**config.mk**
```make
export PLATFORM = sky130hd
export DESIGN_NAME = ula_result_display
export DESIGN_NICKNAME = d
export VERILOG_FILES = /design/src/rtl/ula_display_pkg.sv /design/src/rtl/bcd_to_7seg.sv /design/src/rtl/ula_result_display.sv
export SDC_FILE = /design/constraint.sdc
export NUM_CORES = 1
export LEC_CHECK = 0
export CAP_MARGIN = 20
export CORE_UTILIZATION = 58
export CTS_CLUSTER_DIAMETER = 100
export CTS_CLUSTER_SIZE = 25
export DETAILED_ROUTE_END_ITERATION = 7
export HOLD_SLACK_MARGIN = 0.12
export PLACE_DENSITY = 0.84
export SLEW_MARGIN = 40
export SYNTH_ARGS = -nofsm -noshare
export SYNTH_HDL_FRONTEND = slang
export SYNTH_SLANG_ARGS = --single-unit
```
**constraint.sdc**
```tcl
create_clock -name CLOCK_50 -period 4.12 [get_ports CLOCK_50]
set_input_delay 0.824 -clock CLOCK_50 [delete_from_list [all_inputs] [get_ports CLOCK_50]]
set_output_delay 0.824 -clock CLOCK_50 [all_outputs]
set_load 0.01 [all_outputs]
```
**src/rtl/ula_display_pkg.sv**
```systemverilog
// Shared types and segment constants for the ALU result display.
// Segment vectors are {g,f,e,d,c,b,a}, active-low.
package ula_display_pkg;

   typedef enum logic [1:0] {
      IDLE   = 2'd0,
      CONV   = 2'd1,
      UPDATE = 2'd2
   } state_t;

   localparam logic [6:0] SEG_BLANK = 7'b1111111;
   localparam logic [6:0] SEG_MINUS = 7'b0111111;
   localparam logic [6:0] SEG_E     = 7'b0000110;

   // Non-decimal nibbles cannot occur after double-dabble; they decode to blank.
   function automatic logic [6:0] bcd_seg(input logic [3:0] digit);
      logic [6:0] seg;
      case (digit)
         4'd0:    seg = 7'b1000000;
         4'd1:    seg = 7'b1111001;
         4'd2:    seg = 7'b0100100;
         4'd3:    seg = 7'b0110000;
         4'd4:    seg = 7'b0011001;
         4'd5:    seg = 7'b0010010;
         4'd6:    seg = 7'b0000010;
         4'd7:    seg = 7'b1111000;
         4'd8:    seg = 7'b0000000;
         4'd9:    seg = 7'b0010000;
         default: seg = SEG_BLANK;
      endcase
      return seg;
   endfunction

endpackage

```
**src/rtl/bcd_to_7seg.sv**
```systemverilog
// Combinational BCD digit to active-low 7-segment decoder.
module bcd_to_7seg
   import ula_display_pkg::*;
(
   input  logic [3:0] bcd,
   output logic [6:0] seg
);

   assign seg = bcd_seg(bcd);

endmodule

```
**src/rtl/ula_result_display.sv**
```systemverilog
// Captures an ALU result with flags, converts its magnitude to BCD by
// double-dabble and drives a signed decimal 7-segment display plus status LEDs.
module ula_result_display
   import ula_display_pkg::*;
#(
   parameter int DATA_W = 6
)
(
   input  logic              CLOCK_50,
   input  logic              reset_n,
   input  logic              in_valid,
   output logic              in_ready,
   input  logic [DATA_W-1:0] result,
   input  logic              signed_mode,
   input  logic              ovf_in,
   input  logic              zero_in,
   output logic [6:0]        HEX0,
   output logic [6:0]        HEX1,
   output logic [6:0]        HEX2,
   output logic [6:0]        HEX3,
   output logic              zero_led,
   output logic              ovf_led,
   output logic              done
);

   localparam int BCD_W = 12;

   state_t              state_reg, state_next;
   logic [3:0]          cnt_reg;
   logic [BCD_W-1:0]    bcd_reg;
   logic [DATA_W-1:0]   mag_reg;
   logic                neg_reg, ovf_reg, zero_reg;

   logic                accept, conv_step, update;
   logic [DATA_W-1:0]   neg_result, magnitude;
   logic                is_neg;
   logic [BCD_W-1:0]    bcd_adj;
   logic [BCD_W+DATA_W-1:0] shift_next;
   logic [6:0]          seg_ones, seg_tens, seg_hund;

   // State register
   always_ff @(posedge CLOCK_50 or negedge reset_n) begin
      if (!reset_n) state_reg <= IDLE;
      else          state_reg <= state_next;
   end

   // Next-state logic
   always_comb begin
      state_next = state_reg;
      unique case (state_reg)
         IDLE:    if (in_valid) state_next = CONV;
         CONV:    if (cnt_reg == 4'd1) state_next = UPDATE;
         UPDATE:  state_next = IDLE;
         default: state_next = IDLE;
      endcase
   end

   // FSM outputs
   always_comb begin
      in_ready  = (state_reg == IDLE);
      accept    = (state_reg == IDLE) && in_valid;
      conv_step = (state_reg == CONV);
      update    = (state_reg == UPDATE);
   end

   // The most-negative value negates to 2^(DATA_W-1), still representable unsigned.
   assign is_neg     = signed_mode & result[DATA_W-1];
   assign neg_result = ~result + {{(DATA_W-1){1'b0}}, 1'b1};
   assign magnitude  = is_neg ? neg_result : result;

   genvar gi;
   generate
      for (gi = 0; gi < BCD_W / 4; gi++) begin : g_adj
         assign bcd_adj[gi*4 +: 4] = (bcd_reg[gi*4 +: 4] >= 4'd5) ?
                                     bcd_reg[gi*4 +: 4] + 4'd3 :
                                     bcd_reg[gi*4 +: 4];
      end
   endgenerate

   assign shift_next = {bcd_adj, mag_reg} << 1;

   // Conversion datapath
   always_ff @(posedge CLOCK_50 or negedge reset_n) begin
      if (!reset_n) begin
         cnt_reg  <= '0;
         bcd_reg  <= '0;
         mag_reg  <= '0;
         neg_reg  <= 1'b0;
         ovf_reg  <= 1'b0;
         zero_reg <= 1'b0;
      end else if (accept) begin
         cnt_reg  <= 4'(DATA_W);
         bcd_reg  <= '0;
         mag_reg  <= magnitude;
         neg_reg  <= is_neg;
         ovf_reg  <= ovf_in;
         zero_reg <= zero_in;
      end else if (conv_step) begin
         {bcd_reg, mag_reg} <= shift_next;
         cnt_reg            <= cnt_reg - 4'd1;
      end
   end

   bcd_to_7seg u_seg_ones (.bcd(bcd_reg[3:0]),  .seg(seg_ones));
   bcd_to_7seg u_seg_tens (.bcd(bcd_reg[7:4]),  .seg(seg_tens));
   bcd_to_7seg u_seg_hund (.bcd(bcd_reg[11:8]), .seg(seg_hund));

   // Display registers hold their value until the next UPDATE.
   always_ff @(posedge CLOCK_50 or negedge reset_n) begin
      if (!reset_n) begin
         HEX0     <= SEG_BLANK;
         HEX1     <= SEG_BLANK;
         HEX2     <= SEG_BLANK;
         HEX3     <= SEG_BLANK;
         zero_led <= 1'b0;
         ovf_led  <= 1'b0;
         done     <= 1'b0;
      end else begin
         done <= update;
         if (update) begin
            HEX0     <= seg_ones;
            HEX1     <= (bcd_reg[11:4] == 8'd0) ? SEG_BLANK : seg_tens;
            HEX2     <= (bcd_reg[11:8] == 4'd0) ? SEG_BLANK : seg_hund;
            HEX3     <= ovf_reg ? SEG_E : (neg_reg ? SEG_MINUS : SEG_BLANK);
            zero_led <= zero_reg;
            ovf_led  <= ovf_reg;
         end
      end
   end

endmodule

```
[Yosys cells after proc, flatten, opt, wreduce, memory -nomap -nowiden]
Memories as Yosys holds them, arrays and structs flattened. A register that Yosys moved wholly into a read port is not among the register bits.
Index checks and enable logic that the tools add are counted.
Storage, ports and cells
  register bits: 51
  bits in latches: 0
  bits in writable memories: 0
  ROM bits: 336
  bits of input ports: 12
  output and inout bits: 32
  logic and storage cells: 55
  memories kept: 3
Cells by class
  add/sub/neg operators: 5
  multipliers: 0
  divide/modulo/power cells: 0
  $lt $le $gt $ge: 3
  equality and inequality tests: 5
  shift operators: 0
  muxes and demuxes: 17
  bitwise logic cells: 2
  reduce and logical (&&, ||, !) cells: 7
Memory list
  (name not given): depth 16, width 7, rd ports 1, clocked after memory_dff 0, write ports 0, RTL line ula_display_pkg.sv:18  | case (digit)
  (name not given): depth 16, width 7, rd ports 1, clocked after memory_dff 1, write ports 0, RTL line ula_display_pkg.sv:18
  (name not given): depth 16, width 7, rd ports 1, clocked after memory_dff 0, write ports 0, RTL line ula_display_pkg.sv:18
Operators with widths (count)
  $mux 7: 4
  $mux 12: 2
  $mux 6: 3
  $mux 4: 4
  $ge 4x3->1 const B: 3
  $add 4x2->4 const B: 2
  $logic_not 8->1: 1
  $add 6x1->6 const B: 1
  $not 6->6: 1
  $eq 4x1->1 const B: 1
  $logic_not 4->1: 1
  $mux 2: 2
  $pmux 2 s2: 1
  $sub 4x1->4 const B: 1
  $add 3x2->3 const B: 1
  $mux 3: 1
  $eq 2x1->1 const B: 1
  $eq 2x2->1 const B: 1
  $logic_not 2->1: 1
  $ne 2x1->1 const B: 1
  $ne 2x2->1 const B: 1
  $reduce_and 2->1: 1
  $reduce_bool 2->1: 1
  $and 1x1->1: 1
  other kinds (2): 2

[Depth between registers and ports, before layout]
Gate-level depths: netlist of run 1.
  depth after elaboration: 4
  gate-level depth with buffers: 7

[Cells and area by module]
From an unflattened synthesis of run 1, not the netlist that was laid out.
Unflattened totals
  cells, all modules: 345
  area, all modules: 3091.7 µm²
Modules (own cells, without submodules)
  ula_result_display: instances 1, cells each 246, area an instance 2461.1 µm², sequential area each 1355.0 µm²
  bcd_to_7seg: instances 3, cells each 33, area an instance 210.2 µm², sequential area each 0.0 µm²

[Least setup slack after synthesis of run 1]
No wires, ideal clock.
  path kind: input port to flip-flop
  start point: input port result[0]
  end point: register mag_reg[1]
  library setup time: 0.130 ns
  data arrival time: 1.520 ns
  required time: 3.990 ns
  path slack: 2.470 ns
  stages: 5
  cells stage by stage: inv_1 ha_1 and3_1 a211oi_1 a31oi_1
Between the ends
  longest elaborated chain between the ends: 4
RTL lines
  start: declaration: RTL line ula_result_display.sv:13  | input logic [DATA_W-1:0] result,
  $not 6->6: RTL line ula_result_display.sv:68  | assign neg_result = ~result + {{(DATA_W-1){1'b0}}, 1'b1};
  $add 6x1->6: RTL line ula_result_display.sv:68
  $mux 6: RTL line ula_result_display.sv:69  | assign magnitude = is_neg ? neg_result : result;
  $mux 6: RTL line ula_result_display.sv:91  | end else if (accept) begin
  end signal: assignment: RTL line ula_result_display.sv:94  | mag_reg <= magnitude;
  end signal: assignment: RTL line ula_result_display.sv:99  | {bcd_reg, mag_reg} <= shift_next;
  end: declaration: RTL line ula_result_display.sv:31  | logic [DATA_W-1:0] mag_reg;
No other way between the ends.
A chain may end at the register's enable or synchronous reset.

[Worst setup path after layout of run 1]
  start point: register state_reg[0]
  end point: output port in_ready
Between the ends
  longest elaborated chain between the ends: 1
RTL lines
  start: declaration: RTL line ula_result_display.sv:28  | state_t state_reg, state_next;
  start signal: assignment: RTL line ula_result_display.sv:44  | else state_reg <= state_next;
  $logic_not 2->1: RTL line ula_result_display.sv:60  | in_ready = (state_reg == IDLE);
  end: declaration: RTL line ula_result_display.sv:12  | output logic in_ready,
No other way between the ends.

==> results of run 1 <==
## metrics by stage
stage	cell area (um^2)	hold WS [ns]	std cells	total power, W
after floorplan	3050	0.398	314	0.00202
after global placement	3390	0.449	406	0.00237
after detailed placement	3390	0.455	406	0.00242
after CTS	3530	0.440	414	0.00284
after global routing	3530	0.453	414	0.00307
final	3530	0.433	414	0.00283
## synth_stat cells, types with 6 or more instances
library cell and n:
nand2_1 44, dfrtp_1 30, dfstp_2 23, ha_1 21
o21ai_0 21, a21oi_1 19, nor2_1 17, inv_1 16
buf_4 9, o31ai_1 9, mux2i_1 8, a31oi_1 7
nand3_1 6, o22a_1 6, xnor2_1 6
## per-layer routing
metal / track usage (%) / vias to the layer above / wire (um)
met1: 29.4 / 1080 / 2700
li1: - / 1142 / -
met5: 0 / - / 0
met2: 37.6 / 43 / 2660
met3: 4.61 / 7 / 168
met4: 6.50 / 0 / 74
## logic make-up (layout without fill, tap and decap cells)
| group | Yosys count | after routing | synth area share (%) |
|---|---|---|---|
| and+or+nand+nor | 95 | 95 | 15.1 |
| AOI/OAI and AO/OA | 87 | 87 | 19.2 |
| DFF | 53 | 53 | 44.5 |
| buffers and inverters | 41 | 71 | 7.72 |
| adders and majority gates | 21 | 21 | 8.63 |
| muxes | 9 | 9 | 3.00 |
| xor gates and xnor gates | 6 | 6 | 1.73 |
| other | 1 | 2 | 0.123 |
## how the worst max path moves through the flow
stage                      end          from  cells past startpoint  slack, ns
floorplan           mag_reg[1]     result[0]                      5       2.47
global placement    mag_reg[3]      in_valid                      3       1.85
detailed placement  mag_reg[3]      in_valid                      3       1.76
CTS                   in_ready  state_reg[0]                      2       1.81
global route          in_ready  state_reg[0]                      2       1.77
finish                in_ready  state_reg[0]                      2       1.81
## cell type report
type | count | area share, %
multi-input cells | 220 | 41.4
flip-flops and latches | 53 | 38.4
repair buffers | 42 | 11.7
well taps | 70 | 2.48
inverters | 21 | 2.23
clock buffers | 5 | 1.95
clock inverters | 3 | 1.84
## power by group through the flow
stage | registers [W] | logic (W) | clock network, W
6_report | 0.00108 | 0.00134 | 0.000416
5_1_grt | 0.00112 | 0.00151 | 0.000440
3_5_place_dp | 0.00108 | 0.00134 | 0
4_1_cts | 0.00107 | 0.00134 | 0.000424
2_1_floorplan | 0.00103 | 0.000989 | 0
3_3_place_gp | 0.00107 | 0.00130 | 0
==> metrics.md, run 1 <==
| Metric | Value |
|---|---|
| Worst-path cell chain | nor2_1 -> clkdlybuf4s50_1 |
| Register share of total power | 37.9% |
| Int Power | about 0.0017 W |
| Number of flops mapped to enable cells by yosys | 0 |
| Status | complete, no violations |
| Cell variety after synth | 50 |
| DR pass1 iterations | 4 |
| Pin count of the biggest net entering global routing | 37 |
| Max-slew violations | 0 |
| FF+latch count, synth | between 50 and 60 |
| Critical Path Start Type | flip-flop |
| Synth Warn # | 0 |
| Async S/R FF share, synth | 100% |
| Cts bufs inserted | 5 |
| Final core occ | between 60% and 70% |
| N_diodes | 0 |
| Gate Count Post-Synth | about 310 |
| Crit-path slowest cell | clkdlybuf4s50_1 |
| IO Pins | 44 |
| P per Cell Area | roughly 800 mW/mm^2 |
| Clock Power Share | between 10 and 15% |
| Critical R2R Capture | HEX2[3] |
| Fill cells | 424 |
| Setup Slack @ Placement | roughly 1.8 ns |
| Logic gate share of total power | between 40% and 50% |
| Clock Latency Late Sink | slightly above 0.3 ns |
| Die width | approximately 74 um |
| Top cells by area, synth | dfrtp_1 (25%), dfstp_2 (20%), ha_1 (8.6%) |
| Initial Util | 60.0% |
| Share of cells above drive strength 1 | roughly 15% |
| Sequential Area | 0.00136 mm^2 |
| Vias/cell | ~5.5 |
| Area grow syn2layout | 15.8% |
| Die height | 74.5 um |
| Max-cap check violation count | 0 |
| R2r setup slk | between 2 and 2.5 ns |
| Max clock buf depth | 2 |
| Die ar. | 0.00554 mm^2 |
| Global-route wire length before repair | 9.54 mm |
| Total core area | between 0.005 and 0.006 mm^2 |
| Critical-path maximum fanout | 10 |
| Sequential area share after synthesis | 44.5% |
| Floorplan row count | 26 |
| Final period util | around 56% |
| Most common cell after layout, fill and taps aside | nand2_1 |
| WL final | between 5 and 6 mm |
| Tot GR Track Use | between 20% and 30% |
| Drt drc | 0 |
| GPL Wtd Cong | between 0.8 and 0.9 |
| Post-synth top area share | 24.7% |
| HPWL after detailed placement | about 3.9 mm |
| Final Hold Viols | 0 |
| Final setup violation count | 0 |
| Gr ovfl total | 0 |
| Most frequent cells in the layout | nand2_1 (44), clkdlybuf4s50_1 (40), dfrtp_1 (30), dfstp_2 (23) |
| # resized after CTS | 0 |
| Unrepaired setup endpoints after global routing | no |
| Post-CTS Setup Inserts | 0 |
| Fin Setup TNS | 0 ns |
| CTS tree | done |
| Hold Path Class | in2async |
| Cell accounting for the most synthesized area | dfrtp_1 |
| Nets@finish | approximately 380 |
| Post-Synthesis Cell Area | 0.00305 mm^2 |
| Lkg Pwr | ~1.5 nW |
| DRT antenna net count | 0 |
| CP peak stage delay | 0.54 ns |
| Sw Share | between 30% and 40% |
| Root Buffer | clkbuf_8 |
| Vias in the first global route | 2,132 |
| Critical path data required time | 3.30 ns |
| Mean Syn Cell Area | between 9 and 10 um^2 |
| Setup crit end kind | output port |
| Detailed router's first-iteration violation count | 104 |
| PortBufs | 41 |
| Family with the most delay on the worst path | buffers and inverters |
| RR Startpoint | state_reg[0] |
| Detailed-route wire length per cell | about 14 um |
| Total number of vias | 2,272 |
| Crit Path Category | reg2out |
| Fmax | ~0.43 GHz |
| Period minus WS final | roughly 2.3 ns |
| Relative slew slack | about 56% |
| Worst IR Drop VDD | around 410 uV |
| H-tree depth | 2 |
| Initial antenna violation count | 0 |
| Clk slew on worst S/H paths | roughly 0.1 ns |
| Post-Route Skew | between 0.008 and 0.009 ns |
| CP arrival | 1.49 ns |
| Setup ws final | 1.81 ns |
| TritonCTS Sinks | 53 |
| R2R depth | 4 |
| Number of flip-flops under the largest register name | 12 |
| Top FF cell, synth | dfrtp_1 |
| Buf+Inv Stages, Crit Path | 1 |
| Hold buffer count at cts | 0 |
| Psw | 0.00110 W |
| Area of the multi-input gates | 0.00146 mm^2 |
| Worst Tran Pin Value | between 0.6 and 0.7 ns |
Note: power is estimated with default switching activity, not from simulation.
==> inputs of run 2 (changes only) <==
--- a/config.mk
+++ b/config.mk
@@ -6,12 +6,12 @@
 export NUM_CORES = 1
 export LEC_CHECK = 0
 export CAP_MARGIN = 20
-export CORE_UTILIZATION = 58
+export CORE_UTILIZATION = 55
 export CTS_CLUSTER_DIAMETER = 100
 export CTS_CLUSTER_SIZE = 25
 export DETAILED_ROUTE_END_ITERATION = 7
 export HOLD_SLACK_MARGIN = 0.12
-export PLACE_DENSITY = 0.84
+export PLACE_DENSITY = 0.81
 export SLEW_MARGIN = 40
 export SYNTH_ARGS = -nofsm -noshare
 export SYNTH_HDL_FRONTEND = slang
==> constraint.sdc (replaced) <==
create_clock -name CLOCK_50 -period 2.2 [get_ports CLOCK_50]
set_input_delay 0.44 -clock CLOCK_50 [delete_from_list [all_inputs] [get_ports CLOCK_50]]
set_output_delay 0.44 -clock CLOCK_50 [all_outputs]
set_load 0.01 [all_outputs]
==> run 2 against run 1 <==
Flip-flop and latch count unchanged; die area up 5.3%; clock-buffer cell count grew 1; critical path depth is the same; largest cell class unchanged; sequential share of layout area shrank 0.054 points; largest power group unchanged; cell count rose by 0.97%.
==> metrics.md, run 2 (synthesis results as in run 1) <==
| Metric | Value |
|---|---|
| Final Hold Viols | 0 |
| Die ar. | about 0.006 mm^2 |
| DRT antenna net count | 0 |
| Setup ws final | a little under 0.3 ns |
| Area grow syn2layout | 16.0% |
| Total number of vias | around 2,300 |
| Pin count of the biggest net entering global routing | 29 |
| Post-Route Skew | 0.00704 ns |
| Critical-path maximum fanout | 10 |
| Global-route wire length before repair | approximately 10 mm |
| N_diodes | 0 |
| Die height | between 70 and 80 um |
| Critical path data required time | roughly 1.8 ns |
| Logic gate share of total power | just under 50% |
| Final period util | slightly below 90% |
| CP peak stage delay | between 0.5 and 0.6 ns |
| Worst IR Drop VDD | 774 uV |
| Detailed-route wire length per cell | 13.8 um |
| Psw | 0.00206 W |
| Setup Slack @ Placement | 0.299 ns |
| Most frequent cells in the layout | nand2_1 (44), clkdlybuf4s50_1 (40), dfrtp_1 (30), dfstp_2 (23) |
| Die width | 76.4 um |
| Relative slew slack | 58.1% |
| Drt drc | 0 |
| Detailed router's first-iteration violation count | around 120 |
| Int Power | 0.00309 W |
| Final setup violation count | 0 |
| Worst Tran Pin Value | 0.629 ns |
| IO Pins | 44 |
| # resized after CTS | 0 |
| Crit-path slowest cell | clkdlybuf4s50_1 |
| Worst-path cell chain | nor2_1 -> clkdlybuf4s50_1 |
| CP arrival | approximately 1.5 ns |
| Max-cap check violation count | 0 |
| Crit Path Category | reg2out |
| Status | complete, no violations |
| WL final | 5.76 mm |
| Most common cell after layout, fill and taps aside | nand2_1 |
| Max-slew violations | 0 |
| Clock Power Share | 11.2% |
| Max clock buf depth | 2 |
| Total core area | about 0.0052 mm^2 |
| PortBufs | 41 |
| TritonCTS Sinks | 53 |
| H-tree depth | 2 |
| Fin Setup TNS | 0 ns |
| Floorplan row count | 26 |
| Nets@finish | 380 |
| Period minus WS final | 1.91 ns |
| HPWL after detailed placement | 4.32 mm |
| Fmax | 0.524 GHz |
| Sw Share | 40.0% |
| Root Buffer | clkbuf_8 |
| Clock Latency Late Sink | around 0.31 ns |
| Post-CTS Setup Inserts | 0 |
| Unrepaired setup endpoints after global routing | no |
| Initial antenna violation count | 0 |
| Register share of total power | 39.2% |
| Setup crit end kind | output port |
| Hold Slack | between 0.1 and 0.15 ns |
| Clk slew on worst S/H paths | about 0.1 ns |
| Hold Path Class | in2async |
| Lkg Pwr | 1.53 nW |
| Total Power | roughly 0.0051 W |
| Initial Util | slightly below 60% |
| Critical Path Start Type | flip-flop |
| P per Cell Area | roughly 1500 mW/mm^2 |
| DR pass1 iterations | 4 |
| GPL Wtd Cong | a little over 0.8 |
| Tot GR Track Use | between 20% and 30% |
| Number of flip-flops under the largest register name | 12 |
| Hold buffer count at cts | 0 |
| CTS tree | done |
| Gr ovfl total | 0 |
| Cts bufs inserted | 5 |
| Share of cells above drive strength 1 | ~16% |
| Vias/cell | about 5.5 |
| Vias in the first global route | approximately 2,300 |
## run 2: area by class of cell
type | count | area (um^2)
fillers | 424 | 1670
multi-input cells | 220 | 1460
flip-flops and latches | 53 | 1360
repair buffers | 46 | 455
well taps | 70 | 87.6
clock buffers | 6 | 82.6
inverters | 21 | 78.8
clock inverters | 2 | 13.8
## run 2: worst paths after layout
path                       cells past startpoint  slack [ns]    endpoint         start
max                                            2        0.29    in_ready  state_reg[0]
min                                            1        0.14  bcd_reg[4]       reset_n
max reg2reg                                    6        0.44  bcd_reg[2]    bcd_reg[1]
min reg2reg                                    1        0.46     HEX3[6]       neg_reg
max in group asynchronous                      2        1.43     HEX0[0]       reset_n
min in group CLOCK_50                          1        0.46     HEX3[6]       neg_reg
## run 2: metrics by stage
stage	area (um^2)	util (%)	std cells
6_report	3530	67.9	418
2_1_floorplan	3050	-	314
4_1_cts	3530	67.9	418
5_1_grt	3530	67.9	418
3_3_place_gp	3440	66.0	410
3_5_place_dp	3440	66.0	410
## run 2: routing by layer
layer,track usage [%],wire length [um]
met2,39.0,2890
met3,3.83,172
met5,0,0
met4,6.15,73
met1,26.8,2630
## run 2: worst max-delay path, delay by kind of cell, from the launching register on
| kind | cells | cell delay [ns] |
|---|---|---|
| DFF | 1 | 0.49 |
| buffers and inverters | 1 | 0.54 |
| and+or+nand+nor | 1 | 0.14 |
## run 2: power groups by stage
stage / Sequential (W) / Clock (W) / Combinational, W
floorplan: 0.00193 / 0 / 0.00185
global placement: 0.00200 / 0 / 0.00246
detailed placement: 0.00204 / 0 / 0.00255
CTS: 0.00202 / 0.000592 / 0.00256
global route: 0.00210 / 0.000629 / 0.00288
finish: 0.00202 / 0.000578 / 0.00255
